## config.mk

```make
export PLATFORM = sky130hd
export DESIGN_NAME = branch_sequencer
export DESIGN_NICKNAME = d
export VERILOG_FILES = /design/src/rtl/branch_sequencer.sv
export SDC_FILE = /design/constraint.sdc
export NUM_CORES = 1
export LEC_CHECK = 0
export ABC_AREA = 1
export ABC_CLOCK_PERIOD_IN_PS = 1620
export BUFFER_PORTS_ARGS = -buffer_cell sky130_fd_sc_hd__buf_2
export CAP_MARGIN = 20
export CORE_UTILIZATION = 31
export CTS_CLUSTER_SIZE = 40
export DETAILED_ROUTE_END_ITERATION = 6
export GPL_ROUTABILITY_DRIVEN = 0
export MAX_ROUTING_LAYER = met4
export PLACE_DENSITY = 0.8
export SETUP_SLACK_MARGIN = 0.15
export SKIP_LAST_GASP = 1
export SLEW_MARGIN = 40
export SYNTH_ARGS = -nofsm -noshare
export SYNTH_HDL_FRONTEND = slang
export SYNTH_SLANG_ARGS = --single-unit
```

## constraint.sdc

```tcl
create_clock -name clk -period 1.62 [get_ports clk]
set_clock_uncertainty 0.05 [all_clocks]
set_input_delay 0.405 -clock clk [delete_from_list [all_inputs] [get_ports clk]]
set_output_delay 0.405 -clock clk [all_outputs]
set_load 0.02 [all_outputs]
```

## src/rtl/branch_sequencer.sv

```systemverilog
// branch_sequencer: T3..T6 control sequence for the br instruction family
// (brzr/brnz/brpl/brmi). The condition flip-flop is sampled in T3, PC+C is
// formed in T4/T5, and PC is reloaded in T6 only when the branch is taken.
// Optional feature macro: BRANCH_STATS_EN adds saturating taken/not-taken
// counters (taken_cnt, not_taken_cnt) of width CNT_W.
//
//   state  | meaning
//   -------+----------------------------------------------------------
//   IDLE   | waiting for start from the decoder
//   T3     | Ra onto bus via IR field, evaluate condition
//   T4     | PC onto bus, latch into Y
//   T5     | sign-extended C onto bus, ALU add, latch into Z
//   T6     | Zlow onto bus, load PC if taken
//   DONE   | one-cycle completion pulse, hold ignored

module branch_sequencer #(
    parameter logic [4:0] BR_OPCODE = 5'b10010
`ifdef BRANCH_STATS_EN
    ,
    parameter int CNT_W = 16
`endif
) (
    input  logic        clk,
    input  logic        clr,
    input  logic        start,
    input  logic        hold,
    input  logic [31:0] ir,
    input  logic        con_ff,
    output logic        gra,
    output logic        r_out,
    output logic        con_in,
    output logic        pc_out,
    output logic        y_in,
    output logic        c_out,
    output logic        alu_add,
    output logic        z_in,
    output logic        zlo_out,
    output logic        pc_in,
    output logic        busy,
    output logic        done,
    output logic        taken,
    output logic        bad_op
`ifdef BRANCH_STATS_EN
    ,
    output logic [CNT_W-1:0] taken_cnt,
    output logic [CNT_W-1:0] not_taken_cnt
`endif
);

    typedef enum logic [2:0] {
        S_IDLE = 3'd0,
        S_T3   = 3'd1,
        S_T4   = 3'd2,
        S_T5   = 3'd3,
        S_T6   = 3'd4,
        S_DONE = 3'd5
    } state_t;

    state_t state_q, state_d;
    logic   taken_q, taken_d;
    logic   bad_op_q, bad_op_d;
    logic   op_ok;
    logic   unused_ir;

    assign op_ok     = (ir[31:27] == BR_OPCODE);
    assign unused_ir = ^ir[26:0];

`ifdef BRANCH_STATS_EN
    logic [CNT_W-1:0] taken_cnt_q, taken_cnt_d;
    logic [CNT_W-1:0] not_taken_cnt_q, not_taken_cnt_d;
`endif

    // Next-state, branch decision and statistics update.
    always_comb begin
        state_d  = state_q;
        taken_d  = taken_q;
        bad_op_d = 1'b0;
        unique case (state_q)
            S_IDLE: begin
                if (start) begin
                    if (op_ok) begin
                        state_d = S_T3;
                        taken_d = 1'b0;
                    end else begin
                        bad_op_d = 1'b1;
                    end
                end
            end
            S_T3: begin
                if (!hold) begin
                    state_d = S_T4;
                    taken_d = con_ff;
                end
            end
            S_T4:   if (!hold) state_d = S_T5;
            S_T5:   if (!hold) state_d = S_T6;
            S_T6:   if (!hold) state_d = S_DONE;
            S_DONE: state_d = S_IDLE;
            default: state_d = S_IDLE;
        endcase

`ifdef BRANCH_STATS_EN
        taken_cnt_d     = taken_cnt_q;
        not_taken_cnt_d = not_taken_cnt_q;
        if (state_q == S_T6 && !hold) begin
            if (taken_q) begin
                if (taken_cnt_q != {CNT_W{1'b1}})
                    taken_cnt_d = taken_cnt_q + 1'b1;
            end else begin
                if (not_taken_cnt_q != {CNT_W{1'b1}})
                    not_taken_cnt_d = not_taken_cnt_q + 1'b1;
            end
        end
`endif
    end

    // FSM state and registered outputs; clr overrides everything.
    always_ff @(posedge clk) begin
        if (clr) begin
            state_q  <= S_IDLE;
            taken_q  <= 1'b0;
            bad_op_q <= 1'b0;
`ifdef BRANCH_STATS_EN
            taken_cnt_q     <= '0;
            not_taken_cnt_q <= '0;
`endif
        end else begin
            state_q  <= state_d;
            taken_q  <= taken_d;
            bad_op_q <= bad_op_d;
`ifdef BRANCH_STATS_EN
            taken_cnt_q     <= taken_cnt_d;
            not_taken_cnt_q <= not_taken_cnt_d;
`endif
        end
    end

    // Strobes follow the current state and drop immediately under hold.
    assign gra     = (state_q == S_T3) && !hold;
    assign r_out   = (state_q == S_T3) && !hold;
    assign con_in  = (state_q == S_T3) && !hold;
    assign pc_out  = (state_q == S_T4) && !hold;
    assign y_in    = (state_q == S_T4) && !hold;
    assign c_out   = (state_q == S_T5) && !hold;
    assign alu_add = (state_q == S_T5) && !hold;
    assign z_in    = (state_q == S_T5) && !hold;
    assign zlo_out = (state_q == S_T6) && !hold;
    assign pc_in   = (state_q == S_T6) && !hold && taken_q;

    assign busy    = (state_q != S_IDLE);
    assign done    = (state_q == S_DONE);
    assign taken   = taken_q;
    assign bad_op  = bad_op_q;

`ifdef BRANCH_STATS_EN
    assign taken_cnt     = taken_cnt_q;
    assign not_taken_cnt = not_taken_cnt_q;
`endif

endmodule

```

Word level (Yosys, flattened, before mapping)
Cells that the tools add are included.
{"block": "totals", "regBits": 5, "in_bits": 37, "word_cells": 41}
{"block": "op_classes", "muxes": 12, "bitwise": 2, "n_eq_ne": 12, "n_reduce_logical": 12}
{"operator": "3-bit 2-to-1 mux", "n": 6}
{"operator": "3-bit one-hot mux with 5 select lines", "n": 1}
{"operator": "2-bit != test, second input constant", "n": 6}
{"operator": "3-bit by 2-bit == test with 1-bit output, second input constant", "n": 2}
{"operator": "3-bit == test, second input constant", "n": 2}
{"operator": "6-bit AND reduction", "n": 1}
{"operator": "5-bit == test, second input constant", "n": 1}
{"operator": "1-bit logical AND", "n": 5}
{"operator": "1-bit 2-to-1 mux", "n": 4}
{"operator": "4-bit AND reduction", "n": 1}
{"operator": "3-bit by 1-bit == test with 1-bit output, second input constant", "n": 1}
{"operator": "3-bit logical NOT", "n": 1}
{"operator": "3-bit nonzero test", "n": 1}
{"operator": "3-bit OR reduction", "n": 1}
{"operator": "1-bit NOT", "n": 2}
{"operator": "1-bit one-hot mux with 2 select lines", "n": 1}
{"operator": "2-bit nonzero test", "n": 1}
{"operator": "1-bit logical NOT", "n": 1}

Logic depth before layout (Yosys ltp)
{"block": "depth", "ltp_word": 4, "depth_mapped": 9, "depth_no_buf": 8}

Worst setup path after synthesis
No wires, ideal clock.
{"block": "synth_path", "kind": "reg-to-output", "startpoint": "register state_q[0]", "endpoint": "output gra", "stages_incl_launch_ff": 6, "arrival_ns": 1.290, "setup_slack_ns": -0.125, "cell_sequence": "dfxtp_1 -> inv_1 -> nor3_1 -> inv_1 -> nor2_1 -> buf_4"}
{"block": "synth_via", "elab_chain_cells": 2}
{"element": "start, declared", "line_no": "59", "source": "state_t state_q, state_d;"}
{"element": "start signal, assigned", "line_no": "128", "source": "state_q <= state_d;"}
{"element": "3-bit by 1-bit == test with 1-bit output"}
{"element": "1-bit logical AND"}
{"element": "end, declared", "line_no": "29", "source": "output logic gra,"}
No other way between the ends.

Worst setup path in the final report
{"block": "layout_path", "startpoint": "register state_q[1]", "endpoint": "output gra"}
{"block": "layout_via", "elab_chain_cells": 2}
{"element": "3-bit by 1-bit == test with 1-bit output", "line_no": "139", "source": "assign gra = (state_q == S_T3) && !hold;"}
{"element": "1-bit logical AND", "line_no": "139"}
No other way between the ends.

==> metrics <==
outcome=finished, final reports clean; Avg Inst Size Synth=5.85 sq um; Clk pin slew, worst setup/hold paths=0.04 ns; WP data arrival=between 1 and 1.5 ns; placed cell count=102; DR iter-0 viols=16; NumNets Final=134; synthesized area=~420 sq um; power per cell area=1500 mW/mm^2; PnR Total Power=0.000975 W; Vias/cell=roughly 4.8; YS warnings=0; dpl hpwl=roughly 770 um; final hold viol count=0; Startpoint Class=flop; Internal=0.000508 W; Least-Margin Pin Slew=0.281 ns; IO buf count=23; maximum VDD drop=675 uV; DRC=0; gr usage total=16.7%; antenna cells=0; total global routing overflow=0; clk buf depth=2; DR pass1 iterations=4; crit path kind=reg2out; Vias=525; cell row count=12; Logic pwr share=between 60 and 70%; sequential share of power=23.2%; Yosys cell types=18; global-route wire length before repair=1.65 mm; Seq/Total Area, Yosys=24.1%; Setup crit end kind=output pin; Starting Density=35.5%; cell count after synthesis=71; clk sinks=5; Final Critical Period=approximately 1.6 ns; non-filler instance count after layout=110; number of global-route vias before repair=415; post-synth net total=108; FF-to-FF setup slack=0.20 ns; cts hold-fix bufs=0; max-slew violation count=0; CTS tree=built; Worst Path Max Fanout=8; WP data required=1.16 ns; Hold Crit Class=in2reg; Die H=38.6 um; net switching share of the total power=47.9%; RSZ-0062 raised after global routing=true; slew margin rel.=around four fifths; Root Driver=clkbuf_4; Skew-Pair Late Insertion Delay=0.24 ns; area grow syn2layout=56.9%; Final ANT Viol Nets=0; number of max-cap violations=0; Die Area=0.00149 sq mm; die width=between 30 and 40 um; largest net degree at the start of global routing=10; core box area=0.00117 sq mm; switching pwr=approximately 0.00047 W; WL/cell=between 9 and 10 um; leak pwr=0.339 nW; WL final=1.09 mm; Worst Hold Slack=0.302 ns; total CTS buffers=3; # IOs=51; initial antenna violation count=0; H-tree Lvls=1; fmax=622 MHz; crit share post-route=99.3%; final setup fails=0; Clock power frac=roughly 14%; share of cells above drive strength 1=a little over half; synthesis-stage register bit count=5
registers in the layout, summed over array words and instances, names as in the netlist:
name,cells
taken,1
bad_op,1
state_q,3
metal layers:
metal	global-route usage, %	routed length (um)	up-vias
met4	5.17	0	0
met1	17.7	435	229
met5	-	0	-
met3	6.94	101	0
met2	28.3	555	26
li1	-	-	270
cell families after synthesis:
family,after synthesis,share of synthesized area (%)
buffers and inverters,17,22.0
AO/OA/AOI/OAI,4,4.82
AND/OR/NAND/NOR,45,49.1
flip-flops,5,24.1
timing repair:
| item | CTS | global route |
|---|---|---|
| pin swaps | 2 | 3 |
| resized for setup | 17 | 4 |
| setup endpoints to repair | 12 | 12 |
| buffers inserted | 2 | 2 |
metrics by stage:
step / util (%) / instance area [sq um] / TNS, ns / setup slack, ns
3_3_place_gp: 45.7 / 536 / 0 / 0.197
4_1_cts: 52.9 / 619 / -0.0720 / -0.0152
2_1_floorplan: - / 453 / 0 / 0.126
6_report: 55.7 / 652 / 0 / 0.0121
5_1_grt: 55.7 / 652 / -0.266 / -0.0558
3_5_place_dp: 45.7 / 536 / 0 / 0.169
layout make-up:
| class | count | area (sq um) |
|---|---|---|
| fill | 114 | 519 |
| multi-input combinational | 49 | 280 |
| timing repair buffer | 28 | 176 |
| sequential | 5 | 111 |
| inverter | 10 | 40.0 |
| clock buffer | 4 | 26.3 |
| tap | 14 | 17.5 |
cells in the final DEF (no fill, tap or decap), drive strengths merged:
cell | netlist | routed
o21ai | 3 | 3
nand4 | 1 | 1
nor3b | 1 | 1
dfxtp | 5 | 5
buf | 6 | 28
nor3 | 4 | 4
nor2 | 18 | 18
a21oi | 1 | 1
nand3 | 9 | 9
clkbuf | 1 | 4
nand2 | 12 | 12
inv | 10 | 10
Yosys cell counts:
master    number  area (sq um)
buf_4          5          37.5
o21ai_0        2          10.0
nand2_2        2          12.5
nand4_1        1          6.26
dfxtp_1        5           100
buf_6          1          11.3
a21oi_1        1          5.00
nand2_1       10          37.5
nor2_1        17          63.8
nor2_2         1          6.26
inv_1          8          30.0
nor3b_1        1          7.51
o21ai_1        1          5.00
nand3_1        8          40.0
clkbuf_2       1          5.00
nor3_1         4          20.0
nand3_2        1          10.0
inv_2          2          7.51
worst max-delay path, stage by stage (launching register included):
cell	delay (ns)
dfxtp_4	0.38
nor3_4	0.20
inv_2	0.07
nor2_4	0.12
buf_6	0.13
power by group through the flow:
stage          registers (W)  clock network (W)  logic (W)
4_1_cts             0.000214           0.000148   0.000582
2_1_floorplan       0.000206                  0   0.000399
3_5_place_dp        0.000206                  0   0.000502
6_report            0.000226           0.000141   0.000608
3_3_place_gp        0.000204                  0   0.000490
5_1_grt             0.000231           0.000156   0.000670
worst paths after layout:
path                    from         end  depth (start not counted)
setup reg to reg  state_q[1]  state_q[0]                          9
hold reg to reg        taken       taken                          2
hold / removal           clr  state_q[2]                          2
setup / recovery  state_q[1]         gra                          4
Note: power is estimated with default switching activity, not from simulation.
